`config.mk`:
```
export PLATFORM = sky130hd
export DESIGN_NAME = fp_round_norm_ctrl_flat
export DESIGN_NICKNAME = d
export VERILOG_FILES = /design/src/rtl/fp_round_norm_ctrl_if.sv /design/src/rtl/fp_round_norm_ctrl.sv /design/src/flat_wrapper.sv
export SDC_FILE = /design/constraint.sdc
export NUM_CORES = 1
export LEC_CHECK = 0
export CAP_MARGIN = 5
export CORE_MARGIN = 1
export CORE_UTILIZATION = 60
export CTS_BUF_LIST = sky130_fd_sc_hd__clkbuf_8
export DETAILED_ROUTE_END_ITERATION = 7
export PLACE_DENSITY = 0.85
export SYNTH_ARGS = -nofsm -noshare
export SYNTH_HDL_FRONTEND = slang
export SYNTH_SLANG_ARGS = --single-unit
```
`constraint.sdc`:
```
create_clock -name clk -period 6.2 [get_ports clk]
set_clock_uncertainty 0.1 [all_clocks]
set_input_delay 1.24 -clock clk [delete_from_list [all_inputs] [get_ports clk]]
set_output_delay 1.24 -clock clk [all_outputs]
set_load 0.02 [all_outputs]
```
`src/rtl/fp_round_norm_ctrl_if.sv`:
```
// Operand and result handshake bundle for the FP32 round/normalise sequencer.
// The master drives operands and out_ready. The slave (the sequencer) drives in_ready and the result.
interface fp_round_norm_ctrl_if #(
    parameter int EXP_W  = 8,
    parameter int MANT_W = 23
);
    logic              in_valid;
    logic              in_ready;
    logic              in_sign;
    logic [EXP_W-1:0]  in_exp;
    logic [MANT_W:0]   in_mant;
    logic [2:0]        in_grs;

    logic              out_valid;
    logic              out_ready;
    logic              out_sign;
    logic [EXP_W-1:0]  out_exp;
    logic [MANT_W-1:0] out_mant;
    logic              out_ovf;
    logic              out_special;

    modport master (
        output in_valid, in_sign, in_exp, in_mant, in_grs, out_ready,
        input  in_ready, out_valid, out_sign, out_exp, out_mant, out_ovf, out_special
    );

    modport slave (
        input  in_valid, in_sign, in_exp, in_mant, in_grs, out_ready,
        output in_ready, out_valid, out_sign, out_exp, out_mant, out_ovf, out_special
    );
endinterface

```
`src/rtl/fp_round_norm_ctrl.sv`:
```
// Round-to-nearest-even and renormalisation sequencer for the FP32 datapath.
// Handles one operation at a time: IDLE -> ROUND -> ADJUST -> DONE, and a bypass for exponent 8'hFF.

module controlled_inc #(
    parameter int W = 8
) (
    input  logic         a,
    input  logic [W-1:0] d,
    output logic [W-1:0] z
);
    assign z = d + {{(W-1){1'b0}}, a};
endmodule

module fp_round_norm_ctrl #(
    parameter int EXP_W  = 8,
    parameter int MANT_W = 23
) (
    input  logic                 clk,
    input  logic                 rst_n,
    fp_round_norm_ctrl_if.slave  bus
);
    typedef enum logic [1:0] {
        IDLE   = 2'd0,
        ROUND  = 2'd1,
        ADJUST = 2'd2,
        DONE   = 2'd3
    } state_t;

    localparam logic [EXP_W-1:0] EXP_MAX  = '1;
    localparam logic [EXP_W-1:0] EXP_LAST = {{(EXP_W-1){1'b1}}, 1'b0};

    state_t state;
    state_t state_nx;

    // captured operand and working registers
    logic              sign_q;
    logic [EXP_W-1:0]  exp_q;
    logic [MANT_W:0]   mant_q;
    logic [2:0]        grs_q;
    logic [MANT_W+1:0] mant25_q;
    logic              special_q;
    logic              ovf_q;

    // registered result
    logic              out_valid_q;
    logic              out_sign_q;
    logic [EXP_W-1:0]  out_exp_q;
    logic [MANT_W-1:0] out_mant_q;
    logic              out_ovf_q;
    logic              out_special_q;

    logic              in_ready_c;
    logic              inc_en;
    logic              round_up;
    logic [EXP_W-1:0]  inc_z;

    controlled_inc #(.W(EXP_W)) u_inc (
        .a (inc_en),
        .d (exp_q),
        .z (inc_z)
    );

    // guard set and (round | sticky | lsb): nearest, ties to even
    assign round_up = grs_q[2] & (grs_q[1] | grs_q[0] | mant_q[0]);

    always_ff @(posedge clk) begin
        if (!rst_n) begin
            state <= IDLE;
        end else begin
            state <= state_nx;
        end
    end

    always_comb begin
        state_nx   = state;
        in_ready_c = 1'b0;
        inc_en     = 1'b0;
        unique case (state)
            IDLE: begin
                in_ready_c = 1'b1;
                if (bus.in_valid) begin
                    state_nx = (bus.in_exp == EXP_MAX) ? DONE : ROUND;
                end
            end
            ROUND: begin
                state_nx = ADJUST;
            end
            ADJUST: begin
                // carry-out renormalises; a denormal that rounded into the hidden bit becomes normal
                inc_en   = mant25_q[MANT_W+1] | ((exp_q == '0) & mant25_q[MANT_W]);
                state_nx = DONE;
            end
            DONE: begin
                if (out_valid_q && bus.out_ready) begin
                    state_nx = IDLE;
                end
            end
            default: begin
                state_nx = IDLE;
            end
        endcase
    end

    always_ff @(posedge clk) begin
        if (!rst_n) begin
            sign_q        <= 1'b0;
            exp_q         <= '0;
            mant_q        <= '0;
            grs_q         <= '0;
            mant25_q      <= '0;
            special_q     <= 1'b0;
            ovf_q         <= 1'b0;
            out_valid_q   <= 1'b0;
            out_sign_q    <= 1'b0;
            out_exp_q     <= '0;
            out_mant_q    <= '0;
            out_ovf_q     <= 1'b0;
            out_special_q <= 1'b0;
        end else begin
            unique case (state)
                IDLE: begin
                    if (bus.in_valid) begin
                        sign_q    <= bus.in_sign;
                        exp_q     <= bus.in_exp;
                        mant_q    <= bus.in_mant;
                        grs_q     <= bus.in_grs;
                        special_q <= (bus.in_exp == EXP_MAX);
                        ovf_q     <= 1'b0;
                    end
                end
                ROUND: begin
                    mant25_q <= {1'b0, mant_q} + {{(MANT_W+1){1'b0}}, round_up};
                end
                ADJUST: begin
                    exp_q <= inc_z;
                    ovf_q <= inc_en && (exp_q == EXP_LAST);
                    if (mant25_q[MANT_W+1]) begin
                        mant25_q <= mant25_q >> 1;
                    end
                end
                DONE: begin
                    // result is loaded on the first DONE cycle, so out_valid rises one edge later
                    if (!out_valid_q) begin
                        out_valid_q   <= 1'b1;
                        out_sign_q    <= sign_q;
                        out_exp_q     <= exp_q;
                        out_ovf_q     <= ovf_q;
                        out_special_q <= special_q;
                        if (special_q) begin
                            out_mant_q <= mant_q[MANT_W-1:0];
                        end else if (ovf_q) begin
                            out_mant_q <= '0;
                        end else begin
                            out_mant_q <= mant25_q[MANT_W-1:0];
                        end
                    end else if (bus.out_ready) begin
                        out_valid_q <= 1'b0;
                    end
                end
                default: begin
                    out_valid_q <= 1'b0;
                end
            endcase
        end
    end

    assign bus.in_ready    = in_ready_c;
    assign bus.out_valid   = out_valid_q;
    assign bus.out_sign    = out_sign_q;
    assign bus.out_exp     = out_exp_q;
    assign bus.out_mant    = out_mant_q;
    assign bus.out_ovf     = out_ovf_q;
    assign bus.out_special = out_special_q;

endmodule
```
`src/flat_wrapper.sv`:
```
// flat-port wrapper written by rule: the top's interface ports become plain ports
module fp_round_norm_ctrl_flat 
#(
    parameter int EXP_W  = 8,
    parameter int MANT_W = 23
)
  (clk, rst_n, bus_in_valid, bus_in_sign, bus_in_exp, bus_in_mant, bus_in_grs, bus_out_ready, bus_in_ready, bus_out_valid, bus_out_sign, bus_out_exp, bus_out_mant, bus_out_ovf, bus_out_special);
  fp_round_norm_ctrl_if #(.EXP_W(EXP_W), .MANT_W(MANT_W)) bus_i ();
  input  logic clk;
  input  logic rst_n;
  input wire logic [$bits(bus_i.in_valid)-1:0] bus_in_valid;
  input wire logic [$bits(bus_i.in_sign)-1:0] bus_in_sign;
  input wire logic [$bits(bus_i.in_exp)-1:0] bus_in_exp;
  input wire logic [$bits(bus_i.in_mant)-1:0] bus_in_mant;
  input wire logic [$bits(bus_i.in_grs)-1:0] bus_in_grs;
  input wire logic [$bits(bus_i.out_ready)-1:0] bus_out_ready;
  output wire logic [$bits(bus_i.in_ready)-1:0] bus_in_ready;
  output wire logic [$bits(bus_i.out_valid)-1:0] bus_out_valid;
  output wire logic [$bits(bus_i.out_sign)-1:0] bus_out_sign;
  output wire logic [$bits(bus_i.out_exp)-1:0] bus_out_exp;
  output wire logic [$bits(bus_i.out_mant)-1:0] bus_out_mant;
  output wire logic [$bits(bus_i.out_ovf)-1:0] bus_out_ovf;
  output wire logic [$bits(bus_i.out_special)-1:0] bus_out_special;
  assign bus_i.in_valid = bus_in_valid;
  assign bus_i.in_sign = bus_in_sign;
  assign bus_i.in_exp = bus_in_exp;
  assign bus_i.in_mant = bus_in_mant;
  assign bus_i.in_grs = bus_in_grs;
  assign bus_i.out_ready = bus_out_ready;
  assign bus_in_ready = bus_i.in_ready;
  assign bus_out_valid = bus_i.out_valid;
  assign bus_out_sign = bus_i.out_sign;
  assign bus_out_exp = bus_i.out_exp;
  assign bus_out_mant = bus_i.out_mant;
  assign bus_out_ovf = bus_i.out_ovf;
  assign bus_out_special = bus_i.out_special;
  fp_round_norm_ctrl #(.EXP_W(EXP_W), .MANT_W(MANT_W)) u_core (.clk(clk), .rst_n(rst_n), .bus(bus_i));
endmodule
```
==> flow_summary.toml <==
[yosys]
synth.most_common_cell = "nand2_1"
syn_area_per_cell_um2 = 8.18
syn_inst = 579
netlist_top_cells_area = "dfxtp_1 42%, nand2_1 8.2%, a21oi_1 7.4%, a221oi_1 4.1%, mux2i_1 3.8%"
synth_edf_count = 0
yosysTopAreaCellShare_pct = 42.3
yosys-top-cells-count = "104 x nand2_1, 100 x dfxtp_1, 70 x a21oi_1, 42 x nor2_1, 36 x clkbuf_1"
synthesis.area_um2 = 4740
synth_area_leader_cell = "dfxtp_1"
ys_types = 47
syn-num-nets = 626
yosysWarnings = 0
ys.flop_type = "dfxtp_1"
seq_area_frac_synth_pct = 42.3
yosys_register_bits = 100
synthArstFlopShare_pct = 0

[global_route]
grt_antenna_before_repair = 0
overflow = 0
grt_max_degree = 65
grt_pass1_wl_um = 19800
grt_pass1_vias = 3983
gr-usage-all-layers_pct = 29.5

[timing]
slew_headroom_pct = 32.1
fmax_ghz = 0.318
maxSlewViolCount = 0
fin_crit_sh_pct = 50.8
fin_setup_tns_ns = 0
hold_viol = 0
worst_slew_pin_slew_ns = 1.02
whs_ns = 0.356
setup-violations-final = 0
finalCriticalPeriod_ns = 3.15
rsz0062_at_grt = "no"

[drt]
ant_nets = 0
wl_um = 11700
vias = 4418
drtIter0Drc = 461
drc = 0
firstDrtPassIters = 5
wire_per_inst_um = 15.9
via_per_inst = 6.04

[setup_path]
worst_path_largest_cell_delay_ns = 0.82
crit_buf_inv = 3
crit_chain = "clkdlybuf4s50_1 -> inv_2 -> buf_4 -> a221oi_1"
worst-setup-path-type = "in2reg"
critPathCaptureType = "flip-flop"
cp_slowest_cell = "inv_2"
start_kind = "input pin"
crit_required_ns = 6.30
crit_arrival_ns = 3.24
cp_top_family = "buffers and inverters"
path_max_fanout = 64

[clock_network]
cts_root_buf = "clkbuf_8"
htreeDepth = 3
clk_latency_ns = 0.36
cts_tree = "built"
ctsResizeCount = 0
clkTransAtPathRegs_ns = 0.09
cts_buffers = 9
cts_sinks = 100
clockBufferDepth = 2
cts_post_setup_buffers_inserted = 0
postCtsHoldBufs = 0

[cells_and_area]
final_util_pct = 73.6
areaGrowthSynthToFinish_pct = 19.4
final_net_count = 672
nFillCells = 646
drive_above_1_share_pct = 5.40
diodes = 0
seq_area_um2 = 2000
multiInputGateArea_um2 = 2520

[outcome]
status = "complete, no violations"

[floorplan]
design.die.area_um2 = 8250
core_um2 = 7690
ios = 76
rows = 32
die-height_um = 90.8
die_w_um = 90.8
start_util_pct = 61.6

[power]
peakVddDrop_mv = 0.257
p_leak_uw = 0.00184
power_density_nw_per_um2 = 351

[place]
gp_congestion = 0.931
dp_hpwl_um = 8110
io_buffer_count = 75

[hold_path]
min_path_type = "reg2reg"

[flow_run]
maxCapViolCount = 0
[kinds of logic after synthesis]
| group | synth area share [%] |
|---|---|
| compound gates | 19.8 |
| xor+xnor | 3.88 |
| fa+ha+maj | 1.85 |
| buf+inv | 4.46 |
| flops | 42.3 |
| mux | 3.80 |
| simple gates | 23.9 |
[worst register-to-register path, delay by kind of cell, from the launching register on]
kind                       cells  cell delay (ns)
AOI/OAI and AO/OA              1             0.35
adders and majority gates      1             0.19
buffers and inverters          2             0.47
DFF                            1             0.36
and+or+nand+nor                3             1.27
[placed cells by master, fill, tap and decap left out, drive strengths merged, types with 5 or more instances in the layout]
cell	synthesis	layout
and3	5	5
nand3	11	11
nand2	104	104
o21ai	13	13
dfxtp	100	100
clkdlybuf4s50	0	75
buf	9	5
nor2	42	42
and2	7	7
nand4	13	13
nor3	32	32
clkbuf	36	11
nor3b	11	11
ha	7	7
a221oi	27	27
xor2	8	8
inv	7	9
xnor2	13	13
nor4	5	5
mux2i	18	18
a211oi	16	16
a21oi	70	70
[where the power goes]
group	internal, uW	leakage, uW	switching [uW]	total [uW]
Combinational	282	0.000925	419	701
Sequential	766	0.000814	140	906
Clock	165	0.0000979	216	381
[registers in the layout, indices dropped and copies added, names as in the netlist]
signal / count
u_core.bus.out_special: 1
u_core.mant_q: 24
u_core.bus.out_exp: 8
u_core.exp_q: 8
u_core.sign_q: 1
u_core.bus.out_ovf: 1
u_core.state: 2
u_core.bus.out_valid: 1
u_core.bus.out_sign: 1
u_core.grs_q: 3
u_core.bus.out_mant: 23
u_core.mant25_q: 25
u_core.special_q: 1
u_core.ovf_q: 1
[per-stage QoR]
step	instance area, um^2	power [uW]	std cells	worst slack (ns)
final	5660	1990	732	3.05
after global routing	5660	2110	732	2.86
after CTS	5640	1980	731	3.06
after detailed placement	5460	1610	715	2.69
after global placement	5460	1570	715	2.75
after floorplan	4740	1380	579	3.94
[per-layer routing]
metal  up-vias  global-route usage [%]  wire (um)  share of wire (%)
li1       2157                       -          -                  -
met1      2034                    43.8       5320                 46
met2       205                    44.4       5170                 44
met3        22                    4.04        986                8.5
met4         0                    8.99        185                1.6
met5         -                       0          0                  0
[cell type report]
type / count / share of cell area, %
Inverter: 7 / 0.464
Tap cell: 102 / 2.26
Multi-Input combinational cell: 427 / 44.6
Clock inverter: 5 / 0.509
Sequential cell: 100 / 35.4
Timing Repair Buffer: 80 / 14.1
Clock buffer: 11 / 2.68
[final timing paths]
check	from	to	slack [ns]	depth (start not counted)
max	rst_n	u_core.mant25_q[13]$_SDFFE_PN0P_	3.05	4
min	u_core.bus.out_special$_SDFFE_PN0P_	u_core.bus.out_special$_SDFFE_PN0P_	0.36	2
max reg2reg	u_core.state[0]$_SDFFE_PN0P_	u_core.mant25_q[2]$_SDFFE_PN0P_	3.32	7
min reg2reg	u_core.bus.out_special$_SDFFE_PN0P_	u_core.bus.out_special$_SDFFE_PN0P_	0.36	2
Power figures use the tool's default switching activity.
